==> src/rtl/u41_cfg_loader_pkg.sv <==
// Shared constants, FSM state type and shift-length helper for the u41 configuration loader.
// Optional feature macro: U41_CFG_PARITY_EN (appends an even-parity bit to the serial stream).
// Used by u41_cfg_loader and u41_cfg_piso.
package u41_pkg;

    localparam int U41_PINS     = 10;
    localparam int U41_WBITS    = 3;
    localparam int U41_CFG_BITS = U41_PINS * U41_WBITS;

`ifdef U41_CFG_PARITY_EN
    // Word bits followed by one trailing parity bit.
    localparam int U41_SHIFT_LEN = U41_CFG_BITS + 1;
`else
    localparam int U41_SHIFT_LEN = U41_CFG_BITS;
`endif

    typedef enum logic [1:0] {
        ST_IDLE   = 2'd0,
        ST_LOOKUP = 2'd1,
        ST_SHIFT  = 2'd2,
        ST_LATCH  = 2'd3
    } u41_state_t;

endpackage

==> src/rtl/u41_cfg_loader_piso.sv <==
// Parallel-load, MSB-first shift register feeding the gate configuration chain.
// Latency: dout valid the cycle after load; one bit per shift cycle.
// No backpressure: shifts whenever shift is high; done flags the final bit.
module u41_cfg_piso
    import u41_pkg::*;
#(
    parameter int LEN = U41_SHIFT_LEN
) (
    input  logic           clk,
    input  logic           rst,
    input  logic           load,
    input  logic [LEN-1:0] load_dat,
    input  logic           shift,
    output logic           dout,
    output logic           done
);

    localparam int CW = $clog2(LEN + 1);

    logic [LEN-1:0] sr;
    logic [CW-1:0]  bit_cnt;

    // Load the whole word at once, then move it out MSB first while counting bits.
    always_ff @(posedge clk) begin
        if (rst) begin
            sr      <= '0;
            bit_cnt <= '0;
        end else if (load) begin
            sr      <= load_dat;
            bit_cnt <= '0;
        end else if (shift) begin
            sr      <= {sr[LEN-2:0], 1'b0};
            bit_cnt <= bit_cnt + 1'b1;
        end
    end

    assign dout = sr[LEN-1];
    assign done = (bit_cnt == CW'(LEN - 1));

endmodule

==> src/rtl/u41_cfg_loader.sv <==
// Accepts a 16-bit function, walks the wiring lookup over all pin slots, shifts the word out, pulses latch.
// Latency: accept at cycle 0, latch at cycle 41 (42 with U41_CFG_PARITY_EN); one function per 42 (43) cycles.
// Backpressure: req_ready is high only in IDLE; nothing is queued, req_func is sampled only at acceptance.
module u41_cfg_loader
    import u41_pkg::*;
#(
    parameter int PINS  = U41_PINS,
    parameter int WBITS = U41_WBITS
) (
    input  logic             clk,
    input  logic             rst,
    input  logic             req_valid,
    output logic             req_ready,
    input  logic [15:0]      req_func,
    output logic [15:0]      lut_func,
    output logic [3:0]       lut_pin,
    input  logic [WBITS-1:0] lut_wiring,
    output logic             cfg_shift,
    output logic             cfg_data,
    output logic             cfg_latch,
    output logic             busy
);

    localparam int CBITS = PINS * WBITS;
    // Parity mode adds exactly one bit beyond the assembled word.
    localparam int SLEN  = CBITS + (U41_SHIFT_LEN - U41_CFG_BITS);

    u41_state_t       state, nxt;
    logic [15:0]      func_q;
    logic [CBITS-1:0] word;
    logic [CBITS-1:0] word_nxt;
    logic [3:0]       pin_cnt;
    logic             last_pin;
    logic             accept;
    logic [SLEN-1:0]  load_dat;
    logic             sh_dout;
    logic             sh_done;

    assign accept   = req_valid && req_ready;
    assign last_pin = (pin_cnt == 4'(PINS - 1));

    // Merge the wiring code returned this cycle into its slot of the word.
    always_comb begin
        word_nxt = word;
        word_nxt[WBITS*pin_cnt +: WBITS] = lut_wiring;
    end

`ifdef U41_CFG_PARITY_EN
    assign load_dat = {word_nxt, ^word_nxt};
`else
    assign load_dat = word_nxt;
`endif

    // State register.
    always_ff @(posedge clk) begin
        if (rst) begin
            state <= ST_IDLE;
        end else begin
            state <= nxt;
        end
    end

    // Next-state decode.
    always_comb begin
        nxt = state;
        case (state)
            ST_IDLE:   if (accept)   nxt = ST_LOOKUP;
            ST_LOOKUP: if (last_pin) nxt = ST_SHIFT;
            ST_SHIFT:  if (sh_done)  nxt = ST_LATCH;
            ST_LATCH:                nxt = ST_IDLE;
            default:                 nxt = ST_IDLE;
        endcase
    end

    // Capture the request and step the lookup one pin slot per cycle.
    always_ff @(posedge clk) begin
        if (rst) begin
            func_q  <= '0;
            word    <= '0;
            pin_cnt <= '0;
        end else begin
            if (accept) begin
                func_q  <= req_func;
                pin_cnt <= '0;
            end
            if (state == ST_LOOKUP) begin
                word    <= word_nxt;
                // Wrap on the last slot so the slot index never leaves the word.
                pin_cnt <= last_pin ? 4'd0 : pin_cnt + 4'd1;
            end
        end
    end

    // State-decoded outputs, all forced low while reset is asserted.
    always_comb begin
        req_ready = 1'b0;
        lut_pin   = 4'd0;
        cfg_shift = 1'b0;
        cfg_data  = 1'b0;
        cfg_latch = 1'b0;
        busy      = 1'b0;
        lut_func  = rst ? 16'd0 : func_q;
        if (!rst) begin
            case (state)
                ST_IDLE: req_ready = 1'b1;
                ST_LOOKUP: begin
                    busy    = 1'b1;
                    lut_pin = pin_cnt;
                end
                ST_SHIFT: begin
                    busy      = 1'b1;
                    cfg_shift = 1'b1;
                    cfg_data  = sh_dout;
                end
                ST_LATCH: begin
                    busy      = 1'b1;
                    cfg_latch = 1'b1;
                end
                default: begin
                    busy = 1'b0;
                end
            endcase
        end
    end

    u41_cfg_piso #(
        .LEN (SLEN)
    ) u_piso (
        .clk      (clk),
        .rst      (rst),
        .load     ((state == ST_LOOKUP) && last_pin),
        .load_dat (load_dat),
        .shift    (state == ST_SHIFT),
        .dout     (sh_dout),
        .done     (sh_done)
    );

endmodule

==> config.mk <==
export PLATFORM = sky130hd
export DESIGN_NAME = u41_cfg_loader
export DESIGN_NICKNAME = d
export VERILOG_FILES = /design/src/rtl/u41_cfg_loader_pkg.sv /design/src/rtl/u41_cfg_loader_piso.sv /design/src/rtl/u41_cfg_loader.sv
export SDC_FILE = /design/constraint.sdc
export NUM_CORES = 1
export LEC_CHECK = 0
export ABC_CLOCK_PERIOD_IN_PS = 2900
export CORE_MARGIN = 4
export CORE_UTILIZATION = 60
export DETAILED_ROUTE_END_ITERATION = 6
export DONT_BUFFER_PORTS = 1
export PLACE_DENSITY = 0.76
export SLEW_MARGIN = 20
export SYNTH_ARGS = -nofsm -noshare
export SYNTH_HDL_FRONTEND = slang
export SYNTH_HIERARCHICAL = 1
export SYNTH_SLANG_ARGS = --single-unit
export TNS_END_PERCENT = 50
==> constraint.sdc <==
create_clock -name clk -period 2.9 [get_ports clk]
set_clock_uncertainty 0.05 [all_clocks]
set_input_delay 0.435 -clock clk [delete_from_list [all_inputs] [get_ports clk]]
set_output_delay 0.435 -clock clk [all_outputs]
set_load 0.05 [all_outputs]
Word-level counts from Yosys, hierarchy flattened
Cells that the tools add are included.

cells by class
  add/subtract/negate cells = 3
  multiply operators = 1
  div/mod/pow operators = 0
  magnitude comparators = 0
  eq/ne operators = 8
  shift-type cells = 2
  multiplexer cells = 23
  bitwise gates (word level) = 0
  reductions and logical operators = 8

operator list
  kind                                                    number
  two-way mux 30 bit                                      2
  negator 6 -> 34 bit                                     1
  variable shift 3 x 34 -> 30 bit (first input constant)  1
  indexed part select 3 x 34 -> 30 bit                    1
  bitwise mux 30 bit                                      1
  two-way mux 4 bit                                       5
  two-way mux 16 bit                                      1
  two-way mux 1 bit                                       10
  case mux 2 bit (4 select lines)                         1
  multiplier 2 x 4 -> 6 bit (first input constant)        1
  two-way mux 2 bit                                       3
  inequality test 2 bit (second input constant)           3
  adder 5 x 1 -> 5 bit (second input constant)            1
  equality test 5 bit (second input constant)             1
  adder 4 x 1 -> 4 bit (second input constant)            1
  equality test 2 bit (second input constant)             2
  equality test 4 bit (second input constant)             1
  nonzero test 2 bit                                      2
  AND reduction 3 bit                                     1
  OR reduction 3 bit                                      1
  equality test 2 x 1 -> 1 bit (second input constant)    1
  logical AND 1 bit                                       2
  logical NOT 2 bit                                       1
  OR reduction 2 bit                                      1

storage, ports and cells
  flip-flop bits (word level) = 87
  bits in latches = 0
  RAM bits = 0
  ROM bits = 0
  bits of input ports = 22
  output and inout bits = 25
  logic and storage cells = 51
  memories = 0

Depth between registers and ports, before layout
Gate-level depths: netlist of the first run.

  depth in word-level cells = 6
  mapped depth = 10
  depth with buffers taken out = 8

By module
The synthesis of the first run kept the hierarchy.

modules (own cells, without submodules)
  module          times used  cells an instance  area each (um^2)  sequential area each (um^2)
  u41_cfg_loader  1           330                3,239.4           1,041.0
  u41_cfg_piso    1           161                1,730.4           700.7

Least setup slack after synthesis of the first run
OpenSTA, ideal clock, no wires.

  path type = register to output
  start = reg state[1]
  end = out lut_pin[0]
  data arrival time = 2.012 ns
  data required time = 2.415 ns
  path slack = 0.403 ns
  stages on the path, launching flop included = 6
  path buffers = 1
  cell sequence = dfxtp_1 -> inv_1 -> ha_1 -> clkbuf_1 -> inv_1 -> nor3_1

between the ends
  word-level cells in the longest chain between the ends = 3

RTL lines
  element                       RTL line               RTL
  start: declaration            u41_cfg_loader.sv:28   u41_state_t state, nxt;
  start signal: assignment      u41_cfg_loader.sv:59   state <= nxt;
  equality test 2 x 1 -> 1 bit  u41_cfg_loader.sv:104  case (state)
  two-way mux 4 bit             u41_cfg_loader.sv:104
  two-way mux 4 bit             u41_cfg_loader.sv:103  if (!rst) begin
  end: declaration              u41_cfg_loader.sv:16   output logic [3:0] lut_pin,

Every way passes these cells.

Final worst setup path of the first run
  start = reg pin_cnt[1]
  end = reg u_piso.sr[9]

between the ends
  word-level cells in the longest chain between the ends = 5
  elaborated cells between the ends (all ways) = 9
  those cells by class = add/sub: 1; mul: 1; eq/ne: 1; shift: 2; mux: 2; reduce/logical: 2

RTL lines
  element                                                                                  RTL line                   RTL
  start: declaration                                                                       u41_cfg_loader.sv:32       logic [3:0] pin_cnt;
  start signal: assignment                                                                 u41_cfg_loader.sv:89       pin_cnt <= last_pin ? 4'd0 : pin_cnt + 4'd1;
  multiplier 2 x 4 -> 6 bit (*)                                                            u41_cfg_loader.sv:45       word_nxt[WBITS*pin_cnt +: WBITS] = lut_wiring;
  negator 6 -> 34 bit (*)                                                                  u41_cfg_loader.sv:45
  indexed part select 3 x 34 -> 30 bit or variable shift 3 x 34 -> 30 bit (tied branches)  u41_cfg_loader.sv:45
  bitwise mux 30 bit (*)                                                                   u41_cfg_loader.sv:45
  via load_dat[9]                                                                          u41_cfg_loader.sv:35       logic [SLEN-1:0] load_dat;
  two-way mux 30 bit (*)                                                                   u41_cfg_loader_piso.sv:28  end else if (load) begin
  end signal: assignment                                                                   u41_cfg_loader_piso.sv:29  sr <= load_dat;
  end signal: assignment                                                                   u41_cfg_loader_piso.sv:32  sr <= {sr[LEN-2:0], 1'b0};
  end: declaration                                                                         u41_cfg_loader_piso.sv:20  logic [LEN-1:0] sr;

Mark *: on every way through the listed nets, which the timed path passes. The rest lies on a longest branch.
A chain may end at the register's enable or synchronous reset.

==> key figures, run 1 <==
Power
  – Leak Pwr: 2.10 nW
  – Switching share of power: 0.342
  – Internal power: 2.15 mW
  – Combinational Power Share: 0.305
  – Sequential power share: 0.399
  – Clock share of power: 0.296
  – Power per cell area: 615 nW/µm²
  – Switching pwr: 1.12 mW
  – Power, Total: 3.28 mW
  – Max VDD drop: 0.000431 V

Layout
  – # diodes: 0
  – P&R area growth vs syn: 7.23%
  – Layout Nets: 532
  – Non-Filler Instances: 604
  – Share of cells above drive strength 1: 0.249
  – Commonest non-fill, non-tap cells in the layout: dfxtp_1, mux2i_1, nor2b_1, mux2_2, buf_4
  – Most common cell after layout, fill and taps aside: dfxtp_1

Drt
  – Routed len/inst: 17.2 µm
  – Initial DRC count: 181
  – Max layer used: met4
  – Via density: 5.87
  – Drt total wl: 10.4 mm
  – DR vias: 3,543
  – Metal3 WL: 514 µm
  – Drt first pass iters: 4
  – M1 wire length: 4.56 mm
  – Post-route DRC violation count: 0
  – Metal2 WL: 5.11 mm
  – Final ANT Viol Nets: 0

Clock tree
  – Total CTS buffers: 9
  – Worst-path clk slew: 0.10 ns
  – Setup Buffers After CTS: 0
  – Clock tree buffer depth: 2
  – Cts repair resizes: 0
  – Hold_buf cts: 0
  – Clk sinks: 87
  – Htree depth: 3
  – Clock Latency Late Sink: 0.36 ns
  – TritonCTS clock tree: built
  – CTS root buf: clkbuf_8

Setup path
  – CP arrival: 2.83 ns
  – Nature of the critical path endpoint: register
  – CP Class: reg -> reg
  – Worst setup SP type: register
  – Req. time, crit path: 3.06 ns
  – Crit path max fanout: 12

Flow run
  – Max-cap viol count: 0

Global route
  – Grt total ovfl: 0
  – Total GRT Usage: 0.220
  – Initial antenna violation count: 0
  – First-pass GRT wire length: 17.6 mm
  – Pin count of the biggest net entering global routing: 105
  – Vias in the first global route: 3,675

Synth
  – Area contributors post-synth: dfxtp_1, mux2i_1, mux2_2, nor2b_1, ha_1
  – Synth warn: 6
  – Synth cell types: 51
  – Synthesized area per cell: 10.1 µm²
  – Synthesized flop and latch total: 87
  – Post-synth EDFFs: 0
  – XOR/XNOR Fraction of Synth Area: 0.00176
  – Multiplexer share of the synthesized area: 0.232
  – Async set or reset register ratio after synthesis: 0
  – Post-synthesis simple-gate area fraction: 0.212
  – Synth Cell Area: 4970 µm²
  – Syn nets: 526
  – Largest family of logic cells by synthesized area: multiplexers
  – Synth area leader: dfxtp_1
  – Post-synthesis cell count: 491
  – Adder-Cell Fraction of Synth Area: 0.0327
  – Main flop type after synthesis: dfxtp_1
  – Post-synth top area share: 0.350
  – Post-synthesis sequential area ratio: 0.350
  – Synth Area in Compound Gates: 0.118

Run status
  – Status: complete, no violations

Place
  – Port-buffer cells: 0
  – Gpl congestion: 0.866
  – Setup WS pre-CTS: 0.265 ns
  – Inst Count DP: 588
  – Post-DP HPWL: 7.01 mm

Floorplanning
  – Chip Height: 99.0 µm
  – IO Pins: 47
  – Initial Util: 0.630
  – Die area: 9800 µm²
  – FP Rows: 32
  – Die width: 99.0 µm
  – Core area: 7890 µm²

STA
  – RSZ-0062 raised after global routing: no
  – Hold slack: 0.0948 ns
  – Min Clock Period, post-route: 2.67 ns
  – Worst setup margin: 0.228 ns
  – Slew @ Worst Pin: 1.11 ns
  – Fin Setup TNS: 0 ns
  – Final setup fails: 0
  – Achievable Freq: 0.374 GHz
  – Fin. Hold Viols: 0
  – Slew Limit Fails: 0
  – Slew margin rel.: 0.257
  – Fin crit share: 0.921

Min path
  – Hold crit path type: in -> reg
==> cell usage after synthesis (all sizes together) (2+ instances only) <==
master / number
nand2b: 26
a211oi: 30
and2: 8
nand3b: 6
o32a: 2
o31ai: 2
nor3b: 6
or3: 4
o21ai: 6
nand4: 2
nor3: 11
mux2i: 61
mux2: 48
or3b: 2
buf: 18
ha: 13
o21a: 2
dfxtp: 87
o32ai: 2
clkbuf: 18
nor2b: 55
nand2: 11
nand3: 7
nor2: 26
or2: 4
a21oi: 6
inv: 8
a32oi: 3
nor4b: 3
a32o: 4
==> final timing paths <==
kind	startpoint	end	slack (ns)	cells after the start
worst max register to register	pin_cnt[1]	u_piso/sr[9]	0.23	8
worst min register to register	word[27]	word[27]	0.43	2
worst min-delay path	rst	u_piso/sr[12]	0.09	1
worst max-delay path	pin_cnt[1]	u_piso/sr[9]	0.23	8
==> layout make-up <==
class	instances	area (µm²)
multi-input combinational	360	2970
tap	102	128
clock buffer	9	124
timing repair buffer	31	233
sequential	87	1740
clock inverter	7	105
inverter	8	30.0
fill	621	2560
==> worst max-delay path: stages, from the launching register on <==
cell      delay, ns
dfxtp_1        0.58
inv_1          0.18
ha_1           0.29
or2_2          0.36
o21ai_2        0.24
a32o_1         0.27
mux2_2         0.36
nor2b_1        0.14
a211oi_2       0.06
==> metal layers <==
metal,up-vias,track usage
li1,1746,-
met1,1695,0.269
met2,88,0.385
met3,14,0.0439
met4,0,0.0735
met5,-,0
==> per-stage QoR <==
step                 util  instance area (µm²)
floorplan               -                 4970
global placement    0.647                 5100
detailed placement  0.647                 5100
CTS                 0.676                 5330
global route        0.676                 5330
finish              0.676                 5330
==> power by group through the flow <==
stage / Sequential (mW) / Combinational, mW / Clock, mW
floorplan: 1.33 / 0.833 / 0
global placement: 1.33 / 0.973 / 0
detailed placement: 1.34 / 0.999 / 0
CTS: 1.31 / 1.00 / 0.994
global route: 1.32 / 1.08 / 1.04
finish: 1.31 / 1.00 / 0.968
==> flip-flops by register name (all words and copies together), names as in the netlist <==
name and flops:
func_q 16, pin_cnt 4, state 2, u_piso/bit_cnt 5
u_piso/sr 30, word 30
==> cell families (layout without fill, tap and decap cells) <==
kind of cell,Yosys count,count (layout)
AO/OA/AOI/OAI,61,61
AND/OR/NAND/NOR,176,176
XOR/XNOR,1,1
multiplexers,109,109
adder cells (fa/ha/maj),13,13
buffers and inverters,44,55
flip-flops,87,87
No activity file was read; power rests on OpenSTA's default activity.
==> run 2, diff against run 1 <==
Settings changed: ABC_CLOCK_PERIOD_IN_PS 2900 to 2300, CORE_UTILIZATION 60 to 58, GPL_ROUTABILITY_DRIVEN set to 0, HOLD_SLACK_MARGIN set to 0.03.
Clock period 2.9 ns to 2.3 ns, I/O delays scaled along.
==> key figures, run 2 (synthesized netlist as in run 1, its figures left out) <==
Run status
  – Status: complete, no violations

Drt
  – M1 wire length: 4.71 mm (+3.1%)
  – Max layer used: met4
  – Metal2 WL: 5.16 mm (+1.1%)
  – Routed len/inst: 17.1 µm (-0.72%)
  – Drt total wl: 10.5 mm (+1.3%)
  – Post-route DRC violation count: 0 (unchanged)
  – Via density: 5.92 (+0.99%)
  – Metal3 WL: 510 µm (-0.78%)
  – Drt first pass iters: 4 (unchanged)
  – Final ANT Viol Nets: 0 (unchanged)
  – DR vias: 3,649 (+3.0%)
  – Initial DRC count: 173 (-4.4%)

Layout
  – Post-route cell area: 5450 µm² (+2.3%)
  – P&R area growth vs syn: 9.74%
  – Fillers: 663 (+6.8%)
  – Layout Nets: 541 (+1.7%)
  – Commonest non-fill, non-tap cells in the layout: dfxtp_1, mux2i_1, nor2b_1, mux2_2, buf_4
  – Non-Filler Instances: 616 (+2.0%)
  – Most common cell after layout, fill and taps aside: dfxtp_1
  – Fin util: 0.660 (-0.0151)
  – Top Registers: u_piso/sr x30, word x30, func_q x16
  – # diodes: 0 (unchanged)
  – Share of cells above drive strength 1: 0.280 (+0.0308)

Clock tree
  – Clock Latency Late Sink: 0.36 ns (about the same)
  – Setup Buffers After CTS: 0 (unchanged)
  – Clk sinks: 87 (unchanged)
  – TritonCTS clock tree: built
  – Total CTS buffers: 9 (unchanged)
  – Htree depth: 3 (unchanged)
  – CTS root buf: clkbuf_8
  – Worst-path clk slew: 0.10 ns (about the same)
  – Clock tree buffer depth: 2 (unchanged)

Power
  – Clock share of power: 0.262 (-0.034)
  – Power, Total: 4.06 mW (+24%)
  – Leak Pwr: 2.17 nW (+3.2%)
  – Max VDD drop: 0.000518 V (+20%)
  – Switching share of power: 0.365 (+0.0233)
  – Internal power: 2.58 mW (+20%)
  – Sequential power share: 0.405 (+0.006)
  – Power per cell area: 744 nW/µm² (+21%)
  – Combinational Power Share: 0.333 (+0.028)
  – Switching pwr: 1.48 mW (+32%)

Place
  – Port-buffer cells: 0 (unchanged)
  – Post-DP HPWL: 7.05 mm (+0.64%)
  – Inst Count DP: 599 (+1.9%)
  – DP Area: 5190 µm² (+1.8%)

Floorplanning
  – Initial Util: 0.602 (-0.0283)
  – Chip Height: 101 µm (+1.6%)
  – Core area: 8260 µm² (+4.7%)
  – Die width: 101 µm (+1.6%)
  – FP Rows: 33 (+3.1%)
  – Die area: 10,100 µm² (+3.2%)
  – IO Pins: 47 (unchanged)

STA
  – Final setup fails: 0 (unchanged)
  – Min Clock Period, post-route: 2.23 ns (-0.447 ns)
  – RSZ-0062 raised after global routing: yes
  – Fin. Hold Viols: 0 (unchanged)
  – Slew Limit Fails: 0 (unchanged)
  – Slew margin rel.: 0.578 (+0.321)
  – Achievable Freq: 0.449 GHz (+20%)
  – Fin Setup TNS: 0 ns (unchanged)
  – Slew @ Worst Pin: 0.630 ns (-0.478 ns)
  – Fin crit share: 0.967 (+0.0460)

Min path
  – Hold crit path type: in -> reg

Setup path
  – Req. time, crit path: 2.48 ns (-0.58 ns)
  – CP Class: reg -> reg
  – Crit path max fanout: 8 (-4)
  – Nature of the critical path endpoint: register
  – Worst setup SP type: register
  – CP arrival: 2.40 ns (-0.43 ns)

Global route
  – Vias in the first global route: 3,660 (-0.41%)
  – Pin count of the biggest net entering global routing: 61 (-42%)
  – Total GRT Usage: 0.219 (-0.00124)
  – First-pass GRT wire length: 17.9 mm (+1.6%)
  – Initial antenna violation count: 0 (unchanged)
  – Grt total ovfl: 0 (unchanged)

Flow run
  – Max-cap viol count: 0 (unchanged)
[run 2: cell types whose count changed in the layout (fill, tap and decap cells not counted), sizes merged]
cell	delta
clkinv	-2
clkbuf	+1
inv	+4
buf	+9
bufinv	-2
clkinvlp	-1
[run 2: metrics by stage]
stage	setup slack, ns	hold slack, ns
6_report	0.0749	0.0670
5_1_grt	-0.0132	0.0532
4_1_cts	0.0654	0.0527
3_5_place_dp	0.0970	0.373
3_3_place_gp	0.147	0.370
2_1_floorplan	-0.107	0.395
[run 2: layout make-up]
type / count / area (µm²) / area share
clock buffer: 10 / 138 / 0.0252
clock inverter: 6 / 57.6 / 0.0106
multi-input combinational: 360 / 3020 / 0.553
inverter: 8 / 30.0 / 0.00551
timing repair buffer: 40 / 338 / 0.0619
sequential: 87 / 1740 / 0.320
tap: 105 / 131 / 0.0241
[run 2: worst max-delay path, cell delays in order, from the launching register on]
cell      delay (ns)
dfxtp_1         0.34
inv_1           0.08
ha_1            0.24
buf_4           0.18
nor2b_1         0.19
a32oi_1         0.46
mux2_2          0.39
nor2b_1         0.11
a211oi_1        0.06
[run 2: power groups by stage]
stage / clock network (mW) / logic (mW) / registers [mW]
2_1_floorplan: 0 / 1.05 / 1.68
3_3_place_gp: 0 / 1.25 / 1.67
3_5_place_dp: 0 / 1.29 / 1.68
4_1_cts: 1.09 / 1.31 / 1.65
5_1_grt: 1.14 / 1.46 / 1.66
6_report: 1.06 / 1.35 / 1.64
[run 2: worst paths after layout]
kind,slack [ns],cells past startpoint,start,to
max,0.07,8,pin_cnt[1],u_piso/sr[18]
min,0.07,1,req_func[5],func_q[5]
max reg2reg,0.07,8,pin_cnt[1],u_piso/sr[18]
min reg2reg,0.42,2,word[19],word[19]
[run 2: what timing repair did]
action | CTS | global route
hold buffers | 1 | 0
resized for setup | 0 | 11
setup endpoints to repair | 0 | 14
endpoints found under the hold margin | 45 | 0
[run 2: metal layers]
| metal | vias to the layer above | track usage |
|---|---|---|
| met4 | 0 | 0.0570 |
| li1 | 1772 | - |
| met1 | 1780 | 0.285 |
| met3 | 10 | 0.0491 |
| met2 | 87 | 0.367 |
| met5 | - | 0 |
